[config.mk]
export PLATFORM = sky130hd
export DESIGN_NAME = nor_flash_ctrl
export DESIGN_NICKNAME = d
export VERILOG_FILES = /design/src/rtl/nor_flash_ctrl.sv
export SDC_FILE = /design/constraint.sdc
export NUM_CORES = 2
export LEC_CHECK = 0
export BUFFER_PORTS_ARGS = -buffer_cell sky130_fd_sc_hd__buf_2
export CAP_MARGIN = 20
export CELL_PAD_IN_SITES_DETAIL_PLACEMENT = 1
export CELL_PAD_IN_SITES_GLOBAL_PLACEMENT = 2
export CORE_MARGIN = 4
export CORE_UTILIZATION = 25
export CTS_CLUSTER_DIAMETER = 120
export DETAILED_ROUTE_END_ITERATION = 10
export GPL_ROUTABILITY_DRIVEN = 0
export PLACE_DENSITY_LB_ADDON = 0.1
export SYNTH_ARGS = -nofsm -noshare
export SYNTH_HDL_FRONTEND = slang
export SYNTH_SLANG_ARGS = --single-unit
[constraint.sdc]
create_clock -name clk -period 14.15 [get_ports clk]
set_input_delay 0 -clock clk [delete_from_list [all_inputs] [get_ports clk]]
set_output_delay 0 -clock clk [all_outputs]
set_load 0.05 [all_outputs]
[src/rtl/nor_flash_ctrl.sv]
// Behavioural NOR flash array behind a single-command controller: read, program (clear-only),
// sector erase and chip erase, with busy/done status and a sticky program-error flag.
module nor_flash_ctrl #(
  parameter int DATA_W      = 8,
  parameter int ADDR_W      = 8,
  parameter int SECTOR_W    = 4,
  parameter int PROG_CYCLES = 4
) (
  input  logic              clk,
  input  logic              rst_n,
  input  logic              cmd_valid,
  output logic              cmd_ready,
  input  logic [1:0]        cmd_op,
  input  logic [ADDR_W-1:0] cmd_addr,
  input  logic [DATA_W-1:0] cmd_wdata,
  output logic [DATA_W-1:0] rdata,
  output logic              rvalid,
  output logic              busy,
  output logic              done,
  output logic              prog_err,
  input  logic              err_clr
);

  localparam int DEPTH = 1 << ADDR_W;
  localparam int CNT_W = (PROG_CYCLES > 1) ? $clog2(PROG_CYCLES) : 1;
  localparam logic [CNT_W-1:0]  CNT_LAST = CNT_W'(PROG_CYCLES - 1);
  localparam logic [ADDR_W-1:0] SEC_MASK = {ADDR_W{1'b1}} >> (ADDR_W - SECTOR_W);

  typedef enum logic [1:0] {
    S_IDLE  = 2'd0,
    S_READ  = 2'd1,
    S_PROG  = 2'd2,
    S_ERASE = 2'd3
  } state_e;

  state_e              state_q, state_d;
  logic [CNT_W-1:0]    cnt_q, cnt_d;
  logic [ADDR_W-1:0]   era_addr_q, era_addr_d;
  logic                done_q, done_d;
  logic                err_q, err_d;
  logic [DATA_W-1:0]   rdata_q, rdata_d;
  logic [ADDR_W-1:0]   addr_q;
  logic [DATA_W-1:0]   wdata_q;
  logic                chip_q;

  // Stored inverted so that a zero-filled power-up array reads as erased (all ones).
  logic [DATA_W-1:0]   mem_n [DEPTH];

  logic                accept;
  logic [DATA_W-1:0]   cur_word;
  logic [ADDR_W-1:0]   era_mask;
  logic                era_last;
  logic                prog_last;
  logic                prog_we;
  logic                era_we;

  assign accept    = cmd_valid && (state_q == S_IDLE);
  assign cur_word  = ~mem_n[addr_q];
  assign era_mask  = chip_q ? {ADDR_W{1'b1}} : SEC_MASK;
  assign era_last  = ((era_addr_q | ~era_mask) == {ADDR_W{1'b1}});
  assign prog_last = (cnt_q == CNT_LAST);
  assign prog_we   = (state_q == S_PROG) && prog_last;
  assign era_we    = (state_q == S_ERASE);

  always_comb begin
    state_d    = state_q;
    cnt_d      = cnt_q;
    era_addr_d = era_addr_q;
    done_d     = 1'b0;
    rdata_d    = rdata_q;
    err_d      = err_q;

    unique case (state_q)
      S_IDLE: begin
        if (accept) begin
          cnt_d = '0;
          unique case (cmd_op)
            2'b00: begin
              rdata_d = ~mem_n[cmd_addr];
              state_d = S_READ;
            end
            2'b01: state_d = S_PROG;
            2'b10: begin
              era_addr_d = cmd_addr & ~SEC_MASK;
              state_d    = S_ERASE;
            end
            default: begin
              era_addr_d = '0;
              state_d    = S_ERASE;
            end
          endcase
        end
      end
      S_READ: state_d = S_IDLE;
      S_PROG: begin
        if (prog_last) begin
          state_d = S_IDLE;
          done_d  = 1'b1;
        end else begin
          cnt_d = cnt_q + 1'b1;
        end
      end
      S_ERASE: begin
        // The counter stops on the final word, so it never wraps past the end of the array.
        if (era_last) begin
          state_d = S_IDLE;
          done_d  = 1'b1;
        end else begin
          era_addr_d = era_addr_q + 1'b1;
        end
      end
      default: state_d = S_IDLE;
    endcase

    if (err_clr) begin
      err_d = 1'b0;
    end
    if (prog_we && ((wdata_q & ~cur_word) != '0)) begin
      err_d = 1'b1;
    end
  end

  always_ff @(posedge clk or negedge rst_n) begin
    if (!rst_n) begin
      state_q    <= S_IDLE;
      cnt_q      <= '0;
      era_addr_q <= '0;
      done_q     <= 1'b0;
      err_q      <= 1'b0;
      rdata_q    <= '0;
    end else begin
      state_q    <= state_d;
      cnt_q      <= cnt_d;
      era_addr_q <= era_addr_d;
      done_q     <= done_d;
      err_q      <= err_d;
      rdata_q    <= rdata_d;
    end
  end

  always_ff @(posedge clk) begin
    if (accept) begin
      addr_q  <= cmd_addr;
      wdata_q <= cmd_wdata;
      chip_q  <= (cmd_op == 2'b11);
    end
  end

  // Writes are qualified by the reset-cleared state, so an aborted operation stops writing at once.
  always_ff @(posedge clk) begin
    if (prog_we) begin
      mem_n[addr_q] <= ~(cur_word & wdata_q);
    end else if (era_we) begin
      mem_n[era_addr_q] <= '0;
    end
  end

  assign cmd_ready = (state_q == S_IDLE);
  assign busy      = (state_q == S_PROG) || (state_q == S_ERASE);
  assign rvalid    = (state_q == S_READ);
  assign done      = done_q;
  assign rdata     = rdata_q;
  assign prog_err  = err_q;

endmodule

==> flow_summary_export.csv <==
group,metric,value,unit
global_routing,gr-total-overflow,0,
sta,slew_headroom,21.2,%
logic_synthesis,muxShareOfSynthArea,28.0,%
sta,fin_skew,0.0520,ns
logic_synthesis,synth_edf_count,2065,
logic_synthesis,synth_compound_area_share,2.93,%
logic_synthesis,syn_inst,4876,
run,cap_violations,0,
logic_synthesis,synth_area_leaders,"edfxtp_1, mux4_2, mux2i_1, nor2_1, mux2_2",
pwr,finalPower,21.0,mW
global_routing,grt_start_max_net_pins,193,
critical_path,crit_fanout,74,
finish,drive_above_1_share,38.2,%
route,first_iter_violations,5802,
critical_path,slowest_stage,"buf_4",
min_path,hold_class,"input pin to flip-flop",
clocking,clkSlewWorstSetupHoldPaths,0.06,ns
floorplanning,die_h,634,um
clocking,htree_levels,5,
critical_path,crit_chain,"buf_4 -> buf_4 -> buf_4 -> mux4_2 -> mux2i_1 -> a22oi_1 -> nand4_1 -> a31oi_1 -> o31ai_1 -> a21oi_4 -> buf_4 -> buf_4",
global_routing,grt_pass1_vias,58700,
logic_synthesis,synthTopCellsByCount,"edfxtp_1, mux4_2, nor2_1, clkbuf_1, nand2_1",
floorplanning,pin_count,35,
clocking,cts_tree,"yes",
logic_synthesis,synth_top_cell_area_share,63.4,%
route,wl_met2,201000,um
critical_path,slowest_delay,0.91,ns
placed_design,numPortBuffers,34,
route,routed.top_layer,"met5",
status,status,"complete, no violations",
route,drcViolationCount,0,
logic_synthesis,synth_xor_area_share,0.0179,%
global_routing,antenna_found_initial,61,
sta,setup_tns,0,ns
sta,final-setup-viol-count,0,
logic_synthesis,yosys_register_bits,2095,
sta,fin_crit_sh,54.3,%
global_routing,grtUsageTotal,21.0,%
floorplanning,rows,229,
floorplanning,core-area,389000,um2
logic_synthesis,synth.distinct_cells,72,
sta,fmax,0.130,GHz
clocking,clockRootBuffer,"clkbuf_16",
critical_path,criticalPathCategory,"flip-flop to flip-flop",
finish,final_cells,10600,
route,num_vias,55800,
sta,tightest_slew,1.17,ns
pwr,peakVddDrop,180,uV
clocking,insertion_delay,0.92,ns
critical_path,cp_top_family,"buffers and inverters",
sta,rsz0062_at_grt,"false",
logic_synthesis,synth.avg_cell_area,20.1,um2
floorplanning,initial_core_util,25.1,%
critical_path,required,14.69,ns
logic_synthesis,synthArstFlopShare,1.05,%
route,ant_nets,0,
logic_synthesis,synth_flop_cell,"edfxtp_1",
critical_path,endpoint_kind,"flip-flop",
clocking,clockBufferDepth,4,
sta,finalCriticalPeriod,7.69,ns
logic_synthesis,post_synth_fa_ha_maj_area_fraction,0.0256,%
clocking,postCtsSetupBuffers,0,
logic_synthesis,synth-simple-area-share,2.85,%
logic_synthesis,ys_warn_count,0,
logic_synthesis,synth_top_family_by_area,"multiplexers",
route,wirelength,427000,um
finish,area_delta_synth_final,17.5,%
route,detailedRoute.firstPassIterationCount,7,
route,drt-met1-wl,190000,um
route,met3_length,22400,um
critical_path,start_kind,"flip-flop",
critical_path,cp.arrival,8.22,ns
placed_design,placedCellCount,10100,
critical_path,path_common_cell,"buf_4",
floorplanning,fp.dieW,634,um
logic_synthesis,synth_nets,4900,
route,detail_route.wl_per_cell,40.2,um
logic_synthesis,yosys.cell_count.top_type,"edfxtp_1",
logic_synthesis,ys_seq_area_share,64.1,%
clocking,cts_inserted_buffers,269,
floorplanning,fp.dieArea,402000,um2
clocking,clock_sinks,2095,
logic_synthesis,yosys.area.top_type,"edfxtp_1",
pwr,power_density,182,nW/um2
pwr,leakagePower,35.1,nW
global_routing,grt_first_pass_wirelength,568000,um
sta,slew_violations,0,
critical_path,crit_buf_inv,5,
placed_design,hpwlAfterDp,285000,um
logic_synthesis,netlist_area,97900,um2
route,via_per_inst,5.26,
sta,hold_viol_final,0,
finish,nets,5231,
## state kept, by name (all words and copies together), names as in the netlist, named ones only
register / cells
prog_err: 1
rdata: 8
cnt_q: 2
done: 1
era_addr_q: 8
state_q: 2
addr_q: 8
chip_q: 1
mem_n: 2048
wdata_q: 8
## where the power goes
group | internal, mW | switching [mW]
registers | 8.23 | 0.130
clock network | 3.97 | 2.83
logic | 1.59 | 4.21
## final timing paths
check | start | endpoint | slack (ns) | depth (start not counted)
worst min-delay path | cmd_op[0] | state_q[1] | 0.1 | 4
worst max-delay path | flip-flop | mem_n[49][4] | 6.46 | 12
worst min register to register | rdata[1] | rdata[1] | 0.48 | 2
worst max register to register | flip-flop | mem_n[49][4] | 6.46 | 12
min in group asynchronous | rst_n | rdata[6] | 0.15 | 4
max in group asynchronous | rst_n | cnt_q[1] | 13.83 | 4
## per-stage QoR
step	instance area (um2)	setup WS [ns]	hold WS, ns	util (%)
6_report	115000	6.46	0.0993	29.5
5_1_grt	115000	6.15	0.0762	29.5
4_1_cts	115000	6.35	0.00214	29.5
3_5_place_dp	106000	6.38	0.0330	27.2
3_3_place_gp	106000	5.71	0.0281	27.1
2_1_floorplan	97900	3.16	-0.296	-
## worst register-to-register path, delay by kind of cell, from the launching register on
kind | cells | cell delay [ns]
AOI/OAI and AO/OA | 4 | 1.86
and+or+nand+nor | 1 | 0.41
buffers and inverters | 5 | 3.87
DFF | 1 | 0.59
muxes | 2 | 0.46
## metal layers
layer	up-vias	global-route usage (%)
met2	1838	33.9
met5	-	0
met3	484	3.03
met1	31600	29.3
li1	21900	-
met4	8	6.05
## cell usage in the layout (no fill, tap or decap), drive strengths merged, types with 18 or more instances in the layout
cell type,instances
inv,23
a22o,21
dfrtp,22
mux4,1123
nor2,302
clkbuf,343
mux2,58
dlygate4sd3,34
o21ai,52
a221oi,21
nand3,30
o22ai,63
bufinv,20
clkinv,97
edfxtp,2065
a211oi,22
mux2i,150
a22oi,53
a21oi,60
nand2,163
buf,409
nand2b,20
nor2b,32
nor3,29
o211ai,18
## repair_timing
item | CTS | global route
gates resized for setup | 0 | 0
hold buffers | 35 | 0
endpoints found under the hold margin | 84 | 0
## logic make-up (layout without fill, tap and decap cells)
| group | Yosys count | in the layout |
|---|---|---|
| other | 0 | 12 |
| flip-flops | 2095 | 2095 |
| AO/OA/AOI/OAI | 409 | 409 |
| multiplexers | 1331 | 1331 |
| AND/OR/NAND/NOR | 639 | 639 |
| adder cells (fa/ha/maj) | 2 | 2 |
| XOR/XNOR | 2 | 2 |
| buffers and inverters | 398 | 933 |
## layout make-up
| class | count | area (um2) |
|---|---|---|
| tap | 5197 | 6500 |
| inverter | 13 | 51.3 |
| clock buffer | 341 | 7190 |
| timing repair buffer | 445 | 3690 |
| sequential | 2095 | 62700 |
| clock inverter | 134 | 1280 |
| fill | 39300 | 274000 |
| antenna | 12 | 30.0 |
| multi-input combinational | 2383 | 33500 |
No activity file was read; power rests on OpenSTA's default activity.
